[src/rtl/uart_rx_deframer.sv]
// UART receive framing stage: checks start/parity/stop bits on the sampler's
// voted bit stream and hands the assembled byte out through a one-entry holding register.
module uart_rx_deframer #(
    parameter int DATA_WIDTH = 8,
    parameter int PARITY_EN  = 1,
    parameter int PARITY_ODD = 0,
    parameter int STOP_BITS  = 1
) (
    input  logic                  clk,
    input  logic                  rst,
    input  logic                  bit_in,
    input  logic                  bit_valid,
    output logic                  sampler_stop,
    output logic [DATA_WIDTH-1:0] data_out,
    output logic                  data_valid,
    input  logic                  data_ready,
    output logic                  parity_err,
    output logic                  frame_err,
    output logic                  overrun_err,
    output logic                  busy
);

    localparam int CNT_W = $clog2(DATA_WIDTH + 1);

    typedef enum logic [2:0] {
        IDLE,
        DATA,
        PARITY,
        STOP,
        RELEASE
    } state_t;

    state_t                state;
    state_t                state_next;
    logic [DATA_WIDTH-1:0] shift_reg;
    logic [CNT_W-1:0]      bit_cnt;
    logic                  stop_cnt;
    logic                  par_bad;
    logic                  frame_bad;
    logic                  start_frame;
    logic                  commit;
    logic                  last_data;
    logic                  last_stop;

    always_ff @(posedge clk or negedge rst) begin
        if (!rst) begin
            state <= IDLE;
        end else begin
            state <= state_next;
        end
    end

    always_comb begin
        state_next  = state;
        start_frame = 1'b0;
        commit      = 1'b0;
        last_data   = (bit_cnt == CNT_W'(DATA_WIDTH - 1));
        last_stop   = (STOP_BITS == 1) || stop_cnt;
        case (state)
            IDLE: begin
                if (bit_valid) begin
                    if (!bit_in) begin
                        state_next  = DATA;
                        start_frame = 1'b1;
                    end else begin
                        state_next = RELEASE;
                    end
                end
            end
            DATA: begin
                if (bit_valid && last_data) begin
                    state_next = (PARITY_EN != 0) ? PARITY : STOP;
                end
            end
            PARITY: begin
                if (bit_valid) begin
                    state_next = STOP;
                end
            end
            STOP: begin
                if (bit_valid && last_stop) begin
                    state_next = RELEASE;
                    commit     = 1'b1;
                end
            end
            RELEASE: state_next = IDLE;
            default: state_next = IDLE;
        endcase
    end

    // Frame assembly; error bits of the frame in flight are kept apart from the held flags.
    always_ff @(posedge clk or negedge rst) begin
        if (!rst) begin
            shift_reg <= '0;
            bit_cnt   <= '0;
            stop_cnt  <= 1'b0;
            par_bad   <= 1'b0;
            frame_bad <= 1'b0;
        end else begin
            if (start_frame) begin
                shift_reg <= '0;
                bit_cnt   <= '0;
                stop_cnt  <= 1'b0;
                par_bad   <= 1'b0;
                frame_bad <= 1'b0;
            end
            if (state == DATA && bit_valid) begin
                shift_reg <= {bit_in, shift_reg[DATA_WIDTH-1:1]};
                bit_cnt   <= bit_cnt + 1'b1;
            end
            if (state == PARITY && bit_valid) begin
                par_bad <= (^shift_reg) ^ bit_in ^ PARITY_ODD[0];
            end
            if (state == STOP && bit_valid) begin
                stop_cnt <= 1'b1;
                if (!bit_in) begin
                    frame_bad <= 1'b1;
                end
            end
        end
    end

    // Holding register: a commit always wins over an accept on the same edge.
    always_ff @(posedge clk or negedge rst) begin
        if (!rst) begin
            data_out     <= '0;
            data_valid   <= 1'b0;
            parity_err   <= 1'b0;
            frame_err    <= 1'b0;
            overrun_err  <= 1'b0;
            sampler_stop <= 1'b0;
            busy         <= 1'b0;
        end else begin
            sampler_stop <= (state_next == RELEASE);
            busy         <= (state_next != IDLE);
            if (commit) begin
                data_out    <= shift_reg;
                parity_err  <= par_bad;
                frame_err   <= frame_bad | ~bit_in;
                data_valid  <= 1'b1;
                overrun_err <= data_valid & ~data_ready;
            end else if (data_valid && data_ready) begin
                data_valid <= 1'b0;
            end
        end
    end

endmodule
[config.mk]
export PLATFORM = sky130hd
export DESIGN_NAME = uart_rx_deframer
export DESIGN_NICKNAME = d
export VERILOG_FILES = /design/src/rtl/uart_rx_deframer.sv
export SDC_FILE = /design/constraint.sdc
export NUM_CORES = 1
export LEC_CHECK = 0
export BUFFER_PORTS_ARGS = -buffer_cell sky130_fd_sc_hd__buf_4
export CORE_MARGIN = 5
export CORE_UTILIZATION = 50
export DETAILED_ROUTE_END_ITERATION = 8
export GPL_TIMING_DRIVEN = 0
export PLACE_DENSITY = 0.71
export SKIP_CTS_REPAIR_TIMING = 1
export SYNTH_ARGS = -nofsm -noshare
export SYNTH_HDL_FRONTEND = slang
export SYNTH_SLANG_ARGS = --single-unit
[constraint.sdc]
create_clock -name clk -period 2.35 [get_ports clk]
set_input_delay 0.47 -clock clk [delete_from_list [all_inputs] [get_ports clk]]
set_output_delay 0.47 -clock clk [all_outputs]
set_load 0.1 [all_outputs]
**After elaboration in Yosys (flattened, before gate mapping)**

Cells that the tools add are included.

- Add/sub/neg operators: 1
- Multiply operators: 0
- Divide/modulo/power cells: 0
- Magnitude comparators: 0
- Equal/unequal tests: 5
- Shifts and indexed selects: 0
- Muxes and demuxes: 22
- Bitwise gates (word level): 5
- Reduce and logical (&&, ||, !) cells: 11

Operator list:

| operator | count |
|---|---|
| 8-bit two-way mux | 2 |
| 3-bit two-way mux | 5 |
| 1-bit two-way mux | 12 |
| 3-bit one-hot mux with 4 select lines | 1 |
| 4-bit two-way mux | 2 |
| 8-bit parity | 1 |
| 3-bit by 2-bit == test with 1-bit output (second input constant) | 2 |
| 2-bit nonzero test | 3 |
| 1-bit logical AND | 5 |
| 4-bit by 1-bit adder with 4-bit output (second input constant) | 1 |
| 4-bit by 3-bit == test with 1-bit output (second input constant) | 1 |
| 3-bit by 1-bit == test with 1-bit output (second input constant) | 1 |
| 3-bit == test (second input constant) | 1 |
| 3-bit zero test | 1 |
| 3-bit nonzero test | 1 |
| 1-bit inverter | 2 |
| 1-bit AND | 1 |
| 1-bit OR | 1 |
| 1-bit bitwise XOR | 1 |

- Bits in registers: 31
- Bits in latches: 0
- Bits in writable memories: 0
- Memory bits (read-only): 0
- Input bits: 5
- Output and inout port bits: 14
- Memories: 0

**Longest topological paths before layout**

Gate-level depths: netlist of the first run.

- Depth in word-level cells: 6
- Depth in mapped cells: 6
- Depth with buffers taken out: 5

**Least setup slack after synthesis of the first run**

Ideal clock, no wire load.

- Path kind: flip-flop to flip-flop
- Start point: register state[2]
- End point: register bit_cnt[2]
- Library setup time: 125 ps
- Arrival: 1279 ps
- Required time: 2225 ps
- Slack: 946 ps
- Stages on the path, launching flop included: 6
- Path buffers: 1
- Clock period less this slack: 1404 ps
- Cell sequence: dfrtp_1 > nand2b_2 > a211o_1 > buf_2 > o21ai_0 > o21ai_1

- Cells in the longest elaborated chain, start to end: 3

RTL lines:

| element | line | text |
|---|---|---|
| from (decl) | 33 | `state_t state;` |
| from (signal assigned) | 49 | `state <= state_next;` |
| 3-bit by 1-bit == test with 1-bit output / 3-bit zero test (equally long branches) | 107, 59 |  |
| 1-bit logical AND / 1-bit two-way mux (equally long branches) | 107, 59 |  |
| 4-bit two-way mux / 2-bit nonzero test (equally long branches) | n/a |  |
| to (signal assigned) | 109 | `bit_cnt <= bit_cnt + 1'b1;` |
| to (decl) | 36 | `logic [CNT_W-1:0] bit_cnt;` |

Several ways; a longest one is shown, not always the timed one.
A chain may end at the register's enable or synchronous reset.

**Final worst setup path of the first run**

Same ends and word-level chain as after synthesis.

==> summary.md, run 1 <==
| Metric | Value |
|---|---|
| Sw Ratio | `35.8%` |
| Largest net degree at the start of global routing | `32` |
| CTS Buf Count | `5` |
| Drt total wl | `2.26 mm` |
| Root Driver | `clkbuf_4` |
| RSZ-0062 raised after global routing | `no` |
| CP delay by family, top | `compound AO/OA/AOI/OAI gates` |
| Clk sink count | `31` |
| Setup WS pre-CTS | `0.705 ns` |
| Area growth from synthesis to layout | `18.3%` |
| Worst EP required | `2.56 ns` |
| First-pass GRT wire length | `3.75 mm` |
| Xor-xnor portion of the synthesized cell area | `5.68%` |
| Final worst slack | `0.735 ns` |
| Final Skew | `0.00486 ns` |
| CP peak stage delay | `0.44 ns` |
| Post-DR wirelength/cell | `14.0 µm` |
| Site Rows | `18` |
| H-tree Lvls | `2` |
| Total gr overflow | `0` |
| Max Buffers Root-to-Sink | `2` |
| Total track usage | `14.0%` |
| Die Width | `61.4 µm` |
| Max Cap Viol | `0` |
| Worst path bufs/invs | `1` |
| Fillers | `226` |
| CP startpoint kind | `register` |
| IO buf count | `18` |
| Maximum fanout along the worst path | `10` |
| Final period utilization | `68.7%` |
| GPL Wtd Cong | `0.697` |
| VDD IR max | `0.000757 V` |
| Netlist cell types | `30` |
| Die area | `3770 µm²` |
| F_max | `619 MHz` |
| Fin crit period | `1.62 ns` |
| Antenna violations before repair | `0` |
| Commonest non-fill, non-tap cell in the layout | `dfrtp_1` |
| Critical path class | `reg2reg` |
| Syn_nets | `111` |
| Post-route ant nets | `0` |
| Clock Latency Late Sink | `0.32 ns` |
| Critical-path top delay cell | `dfrtp_1` |
| Placeable Area | `2500 µm²` |
| Cell Area, Placed | `1500 µm²` |
| Final setup viols | `0` |
| Post-synthesis mux area share | `9.27%` |
| Leakage | `0.796 nW` |
| Clock power share | `21.1%` |
| Fin. Hold Viols | `0` |
| Share of total power in sequential cells | `43.9%` |
| PwrDens | `1060 nW/µm²` |
| Vias post-DR | `872` |
| Final Slew Violations | `0` |
| Cell area after layout | `1560 µm²` |
| Vias in the first global route | `825` |
| Hold/Removal Path Class | `in2async` |
| Synth warnings | `0` |
| NumNets Final | `136` |
| Initial Utilization | `52.9%` |
| Initial DRC count | `13` |
| Simple-gate portion of the synthesized area | `9.93%` |
| Setup TNS after final layout | `0 ns` |
| FF+latch count, synth | `31` |
| Via density | `5.42` |
| DRT Pass-1 Iters | `4` |
| Detailed-placement wirelength estimate | `1.58 mm` |
| Die height | `61.4 µm` |
| Crit end category | `register` |
| Syn Std Cell Area | `1320 µm²` |
| Seq/Total Area, Yosys | `58.7%` |
| Worst slew pin tran | `0.389 ns` |
| Adder-cell share of the synthesized area | `0.946%` |
| CTS tree | `done` |
| Relative max-transition margin | `74.1%` |
| Most frequent cells in the layout | `dfrtp_1 (31), buf_4 (18), mux2_2 (10), a22o_1 (10), nor2_1 (8)` |
| Sw Pwr | `591 µW` |
| Clock slew at reported path FFs | `0.09 ns` |
| Cells after Synth | `105` |
| Worst EP arrival | `1.83 ns` |
| Share of cells above drive strength 1 | `31.3%` |
| Gate power share | `35.0%` |
| ANT cells | `0` |
| Cell-by-cell trace of the critical path | `nand2b_2, a211o_1, buf_2, o21ai_0, o21ai_1` |
| DRC Markers | `0` |
| Synthesized area per cell | `12.6 µm²` |
| I/O pin cnt | `19` |
| Outcome | `finished, final reports clean` |
| Synth Area in Compound Gates | `13.4%` |
| P_int | `1.06 mW` |
| Largest family of logic cells by synthesized area | `compound AO/OA/AOI/OAI gates` |
-- layer usage --
layer	GRT usage [%]	part of all wire (%)	routed length [µm]	up-vias
met3	6.29	6.9	157	5
met5	0	0	0	-
met1	18.9	48	1090	419
met2	19.9	43	975	21
met4	5.45	1.4	31	0
li1	-	-	-	427
-- synth_stat cells (all sizes together) --
cell | number | share of area (%)
a22o | 10 | 6.6
inv | 1 | 0.28
xnor3 | 1 | 1.7
nor2 | 8 | 2.3
a211o | 1 | 0.66
a31oi | 1 | 0.47
xor2 | 2 | 1.3
dfrtp | 31 | 59
xnor2 | 4 | 2.6
mux2i | 1 | 0.76
nor4bb | 1 | 0.76
a21oi | 2 | 0.76
nand3 | 1 | 0.38
nand2b | 2 | 1.1
a21o | 1 | 0.57
o31ai | 2 | 1.1
nand2 | 5 | 1.4
nor3b | 1 | 0.57
nand4b | 1 | 0.66
clkbuf | 1 | 0.28
ha | 1 | 0.95
and4bb | 1 | 0.95
o21ai | 7 | 2.6
a21boi | 1 | 0.57
nor2b | 3 | 1.4
buf | 4 | 1.5
mux2 | 10 | 8.5
nor3 | 1 | 0.38
-- worst paths after layout --
kind / endpoint / cells after the start / from / slack, ns
setup / recovery: bit_cnt[2] / 5 / state[2] / 0.73
hold / removal: state[1] / 1 / rst / 0.06
setup reg to reg: bit_cnt[2] / 5 / state[2] / 0.73
hold reg to reg: frame_err / 2 / frame_err / 0.49
max in group asynchronous: data_out[5] / 1 / rst / 2.02
min in group clk: data_valid / 3 / data_ready / 0.40
-- power by group through the flow --
| stage | logic, mW | clock network, mW | registers [mW] |
|---|---|---|---|
| after floorplan | 0.340 | 0 | 0.857 |
| after global placement | 0.576 | 0 | 0.733 |
| after detailed placement | 0.584 | 0 | 0.736 |
| after CTS | 0.586 | 0.364 | 0.726 |
| after global routing | 0.619 | 0.393 | 0.742 |
| final | 0.579 | 0.349 | 0.725 |
-- through the flow --
step,hold slack [ns],utilization (%),std cells,power [mW]
floorplan,0.174,-,105,1.20
finish,0.0585,62.6,161,1.65
CTS,0.0590,62.6,161,1.68
detailed placement,0.425,59.8,153,1.32
global route,0.0628,62.6,161,1.75
global placement,0.418,59.8,153,1.31
-- cell type report --
class	count	area, µm²	share of cell area, %
Tap cell	30	37.5	2.40
Buffer	5	23.8	1.52
Timing Repair Buffer	18	135	8.64
Multi-Input combinational cell	68	519	33.2
Sequential cell	31	776	49.6
Clock buffer	8	68.8	4.40
Inverter	1	3.75	0.240
-- worst reg2reg max path, stage by stage (launching register included) --
cell and delay, ns:
dfrtp_1 0.44, nand2b_2 0.26, a211o_1 0.32, buf_2 0.20
o21ai_0 0.20, o21ai_1 0.09
-- cells by family (layout without fill, tap and decap cells) --
family,after synthesis,in the layout
fa+ha+maj,1,1
xor+xnor,7,7
buf+inv,6,32
simple gates,24,24
compound gates,25,25
mux,11,11
flops,31,31
(Power assumes the default switching activity.)
==> run 2: changes to the inputs <==
==> constraint.sdc (replaced) <==
create_clock -name clk -period 1.6 [get_ports clk]
set_input_delay 0.32 -clock clk [delete_from_list [all_inputs] [get_ports clk]]
set_output_delay 0.32 -clock clk [all_outputs]
set_load 0.1 [all_outputs]
==> summary.md, run 2 (synthesis results as in run 1) <==
| Metric | Value |
|---|---|
| Share of cells above drive strength 1 | `32.8%` |
| RSZ-0062 raised after global routing | `no` |
| Post-DR wirelength/cell | `13.8 µm` |
| CP startpoint kind | `register` |
| Worst EP arrival | `1.71 ns` |
| Max Cap Viol | `0` |
| Final setup viols | `0` |
| Site Rows | `18` |
| Vias in the first global route | `825` |
| FF-to-FF Start | `state[2]` |
| Setup TNS after final layout | `0 ns` |
| Crit end category | `register` |
| Vias post-DR | `878` |
| Initial DRC count | `13` |
| CP Launch Point | `state[2]` |
| DRT Pass-1 Iters | `4` |
| Drt total wl | `2.27 mm` |
| Area growth from synthesis to layout | `21.2%` |
| Layout Utilization | `64.1%` |
| Setup WS pre-CTS | `-0.0101 ns` |
| Placeable Area | `2500 µm²` |
| Most frequent cells in the layout | `dfrtp_1 (31), buf_4 (20), mux2_2 (10), a22o_1 (10), nor2_1 (8)` |
| R2R Path End | `bit_cnt[2]` |
| Hold path start | `data_ready` |
| Share of total power in sequential cells | `43.7%` |
| Leakage | `0.814 nW` |
| Hold/Removal Path Class | `in2reg` |
| Post-route ant nets | `0` |
| First-pass GRT wire length | `3.75 mm` |
| Root Driver | `clkbuf_4` |
| Detailed-placement wirelength estimate | `1.58 mm` |
| F_max | `673 MHz` |
| CTS tree | `done` |
| Clock Latency Late Sink | `0.33 ns` |
| Fin crit period | `1.49 ns` |
| GPL Wtd Cong | `0.697` |
| Final period utilization | `92.9%` |
| Clock power share | `21.1%` |
| Fin. Hold Viols | `0` |
| Maximum fanout along the worst path | `10` |
| Worst slew pin tran | `0.414 ns` |
| Gate power share | `35.2%` |
| PwrDens | `1520 nW/µm²` |
| VDD IR max | `0.00101 V` |
| Critical path class | `reg2reg` |
| Max Buffers Root-to-Sink | `2` |
| Antenna violations before repair | `0` |
| Relative max-transition margin | `72.4%` |
| IO buf count | `18` |
| CTS Buf Count | `5` |
| Total track usage | `14.0%` |
| Initial Utilization | `52.9%` |
| P_int | `1.57 mW` |
| WHS | `0.251 ns` |
| DRC Markers | `0` |
| ANT cells | `0` |
| Power after layout | `2.44 mW` |
| Commonest non-fill, non-tap cell in the layout | `dfrtp_1` |
| Clock slew at reported path FFs | `0.09 ns` |
| Final Slew Violations | `0` |
| Clk sink count | `31` |
| Final worst slack | `0.113 ns` |
| NumNets Final | `139` |
| CP Capture Point | `bit_cnt[2]` |
| Worst reg2reg path depth | `5` |
| I/O pin cnt | `19` |
| Sw Pwr | `875 µW` |
| Reg2reg setup slack | `0.11 ns` |
| Die area | `3770 µm²` |
| Die Width | `61.4 µm` |
| Outcome | `finished, final reports clean` |
| Final Skew | `0.00384 ns` |
| Largest net degree at the start of global routing | `32` |
| Worst EP required | `1.82 ns` |
| H-tree Lvls | `2` |
| Via density | `5.35` |
| Die height | `61.4 µm` |
| Total gr overflow | `0` |
| Sw Ratio | `35.8%` |
[run 2: routing by layer]
layer / GRT usage [%] / vias up / wire length [µm]
met5: 0 / - / 0
met3: 6.29 / 5 / 163
met2: 19.9 / 23 / 973
met1: 18.9 / 416 / 1100
met4: 5.45 / 0 / 29
li1: - / 434 / -
[run 2: cell type report]
| type | count | area [µm²] |
|---|---|---|
| timing repair buffer | 21 | 160 |
| sequential | 31 | 776 |
| multi-input combinational | 68 | 531 |
| tap | 30 | 37.5 |
| clock buffer | 8 | 68.8 |
| inverter | 1 | 3.75 |
| fill | 219 | 897 |
| buffer | 5 | 26.3 |
[run 2: worst min-delay path by stage]
stage / to / depth (start not counted) / slack [ns]
final: data_valid / 3 / 0.25
after global routing: data_valid / 3 / 0.23
after CTS: state[1] / 1 / -0.09
after detailed placement: state[0] / 1 / 0.28
after global placement: busy / 1 / 0.27
after floorplan: bit_cnt[0] / 0 / 0.02
[run 2: power groups by stage]
stage               Sequential, mW  Clock (mW)  Combinational (mW)
detailed placement            1.08           0               0.858
finish                        1.07       0.516               0.859
floorplan                     1.26           0               0.500
global placement              1.08           0               0.846
CTS                           1.07       0.535               0.861
global route                  1.09       0.577               0.920
[run 2: through the flow]
stage          instances  area, µm²
4_1_cts              161       1560
6_report             164       1600
3_5_place_dp         153       1500
5_1_grt              164       1600
3_3_place_gp         153       1500
2_1_floorplan        105       1320
[run 2: critical path, cell delays in order (launching register included)]
cell and delay (ns):
dfrtp_1 0.44, nand2b_4 0.20, a211o_1 0.31, buf_2 0.20, o21ai_1 0.16, o21ai_1 0.08
==> run 3: changes to the inputs <==
--- a/config.mk
+++ b/config.mk
@@ -5,6 +5,7 @@
 export SDC_FILE = /design/constraint.sdc
 export NUM_CORES = 1
 export LEC_CHECK = 0
+export ABC_AREA = 1
 export BUFFER_PORTS_ARGS = -buffer_cell sky130_fd_sc_hd__buf_4
 export CORE_MARGIN = 5
 export CORE_UTILIZATION = 50
==> summary.md, run 3 <==
| Metric | Value |
|---|---|
| FF+latch count, synth | `31` |
| F_max | `750 MHz` |
| Placeable Area | `2730 µm²` |
| Synth top area cells | `dfrtp_1 (55%), nand2_1 (12%), inv_1 (6.3%)` |
| GPL Wtd Cong | `0.808` |
| Drt total wl | `2.67 mm` |
| Largest net degree at the start of global routing | `32` |
| Most frequent cells in the layout | `nand2_1 (47), dfrtp_1 (31), inv_1 (24)` |
| Number of flops mapped to enable cells by yosys | `0` |
| Syn Std Cell Area | `1420 µm²` |
| Cell Area, Placed | `1590 µm²` |
| Final Skew | `0.00263 ns` |
| DRC Markers | `0` |
| Cell taking the most area after synthesis | `dfrtp_1` |
| Die height | `63.3 µm` |
| DRT Pass-1 Iters | `4` |
| First-pass GRT wire length | `4.72 mm` |
| Detailed-placement wirelength estimate | `2.02 mm` |
| Multi-input logic area | `513 µm²` |
| Final period utilization | `83.3%` |
| Hold/Removal Path Class | `in2reg` |
| Vias in the first global route | `1090` |
| Worst EP arrival | `1.54 ns` |
| Die Width | `63.3 µm` |
| Post-route ant nets | `0` |
| Via density | `5.08` |
| Worst slew pin tran | `0.380 ns` |
| Leakage | `0.911 nW` |
| Share of cells above drive strength 1 | `23.7%` |
| Final Slew Violations | `0` |
| Fin. Hold Viols | `0` |
| Synth warnings | `0` |
| Area growth from synthesis to layout | `17.8%` |
| RSZ-0062 raised after global routing | `no` |
| Seq/Total Area, Yosys | `54.6%` |
| Clk sink count | `31` |
| Synth Flop Type | `dfrtp_1` |
| Post-synth ARST share | `100%` |
| Clock slew at reported path FFs | `0.09 ns` |
| CTS tree | `done` |
| Share of the synthesized area in the top cell type | `54.6%` |
| I/O pin cnt | `19` |
| Cell area after layout | `1670 µm²` |
| Antenna violations before repair | `0` |
| Top post-synthesis cells by count | `nand2_1 (47), dfrtp_1 (31), inv_1 (24)` |
| Max Cap Viol | `0` |
| Crit end category | `register` |
| Initial Utilization | `51.9%` |
| Cells after Synth | `159` |
| Final setup viols | `0` |
| PwrDens | `2080 nW/µm²` |
| IO buf count | `18` |
| Die area | `4010 µm²` |
| Total gr overflow | `0` |
| Critical path class | `reg2reg` |
| Top-count cell post-synth | `nand2_1` |
| ANT cells | `0` |
| Syn_nets | `165` |
| Setup TNS after final layout | `0 ns` |
| Clock Latency Late Sink | `0.33 ns` |
| Fin crit period | `1.33 ns` |
| VDD IR max | `0.00153 V` |
| Initial DRC count | `37` |
| Site Rows | `19` |
| Maximum fanout along the worst path | `10` |
| Worst EP required | `1.81 ns` |
| NumNets Final | `191` |
| Vias post-DR | `1103` |
| Netlist cell types | `23` |
| H-tree Lvls | `2` |
| CTS Buf Count | `5` |
| Total track usage | `15.2%` |
| Root Driver | `clkbuf_4` |
| Synthesized area per cell | `8.93 µm²` |
| Commonest non-fill, non-tap cell in the layout | `nand2_1` |
| Fillers | `253` |
| CP startpoint kind | `register` |
| Relative max-transition margin | `74.7%` |
| Max Buffers Root-to-Sink | `2` |
| Post-DR wirelength/cell | `12.3 µm` |
| Outcome | `finished, final reports clean` |
| Reg area | `776 µm²` |
## run 3: changes by cell type in the layout (fill, tap and decap cells not counted), sizes merged, moves of 3 or more
cell	change
nor2b	-3
nor2	-3
inv	+27
mux2	-10
a22o	-10
nand2	+44
nand3	+7
o21ai	+6
o22ai	+8
## run 3: worst paths after layout
check                          start  slack, ns          to  cells after the start
max                         state[0]       0.27   frame_err                      8
min                        bit_valid       0.27  bit_cnt[1]                      3
max reg2reg                 state[0]       0.27   frame_err                      8
min reg2reg                frame_bad       0.48   frame_bad                      2
max in group asynchronous        rst       0.88  parity_err                      2
min in group asynchronous        rst       0.45  data_valid                      2
## run 3: final cells by class
class | count | area share [%]
sequential | 31 | 46.4
multi-input combinational | 97 | 30.7
timing repair buffer | 19 | 8.68
tap | 31 | 2.32
buffer | 3 | 1.57
clock buffer | 8 | 4.11
inverter | 28 | 6.28
## run 3: critical path: stages (launching register included)
cell and delay [ns]:
dfrtp_1 0.38, inv_1 0.05, nor2_1 0.12, nand2_1 0.08, inv_1 0.07, nand2_1 0.15
buf_4 0.24, nand2_1 0.07, nand2_1 0.05
## run 3: where the power goes
part	total [mW]	internal, mW	switching, mW
logic	1.78	0.464	1.32
clock network	0.514	0.258	0.256
registers	1.18	1.02	0.155
total	3.47	1.74	1.73
## run 3: logic make-up (layout without fill, tap and decap cells)
logic type | Yosys count | count (layout) | synth area share (%)
adder cells (fa/ha/maj) | 1 | 1 | 0.881
AND/OR/NAND/NOR | 66 | 66 | 20.1
flip-flops | 31 | 31 | 54.6
AO/OA/AOI/OAI | 27 | 27 | 13.3
buffers and inverters | 31 | 58 | 9.25
XOR/XNOR | 3 | 3 | 1.85
## run 3: metrics by stage
step / power [mW] / hold WS (ns) / utilization [%] / worst slack (ns) / std cells
2_1_floorplan: 2.60 / 0.0244 / - / 0.293 / 159
3_3_place_gp: 2.93 / 0.267 / 58.3 / 0.303 / 208
3_5_place_dp: 2.98 / 0.274 / 58.3 / 0.282 / 208
4_1_cts: 3.51 / -0.0984 / 60.8 / 0.256 / 216
5_1_grt: 3.73 / 0.284 / 61.2 / 0.0915 / 217
6_report: 3.47 / 0.274 / 61.2 / 0.266 / 217
## run 3: layer usage
| layer | track usage (%) | share of wire, % |
|---|---|---|
| met1 | 17.8 | 45 |
| met2 | 24.6 | 48 |
| met4 | 7.01 | 2.1 |
| met3 | 5.51 | 5.1 |
| met5 | 0 | 0 |
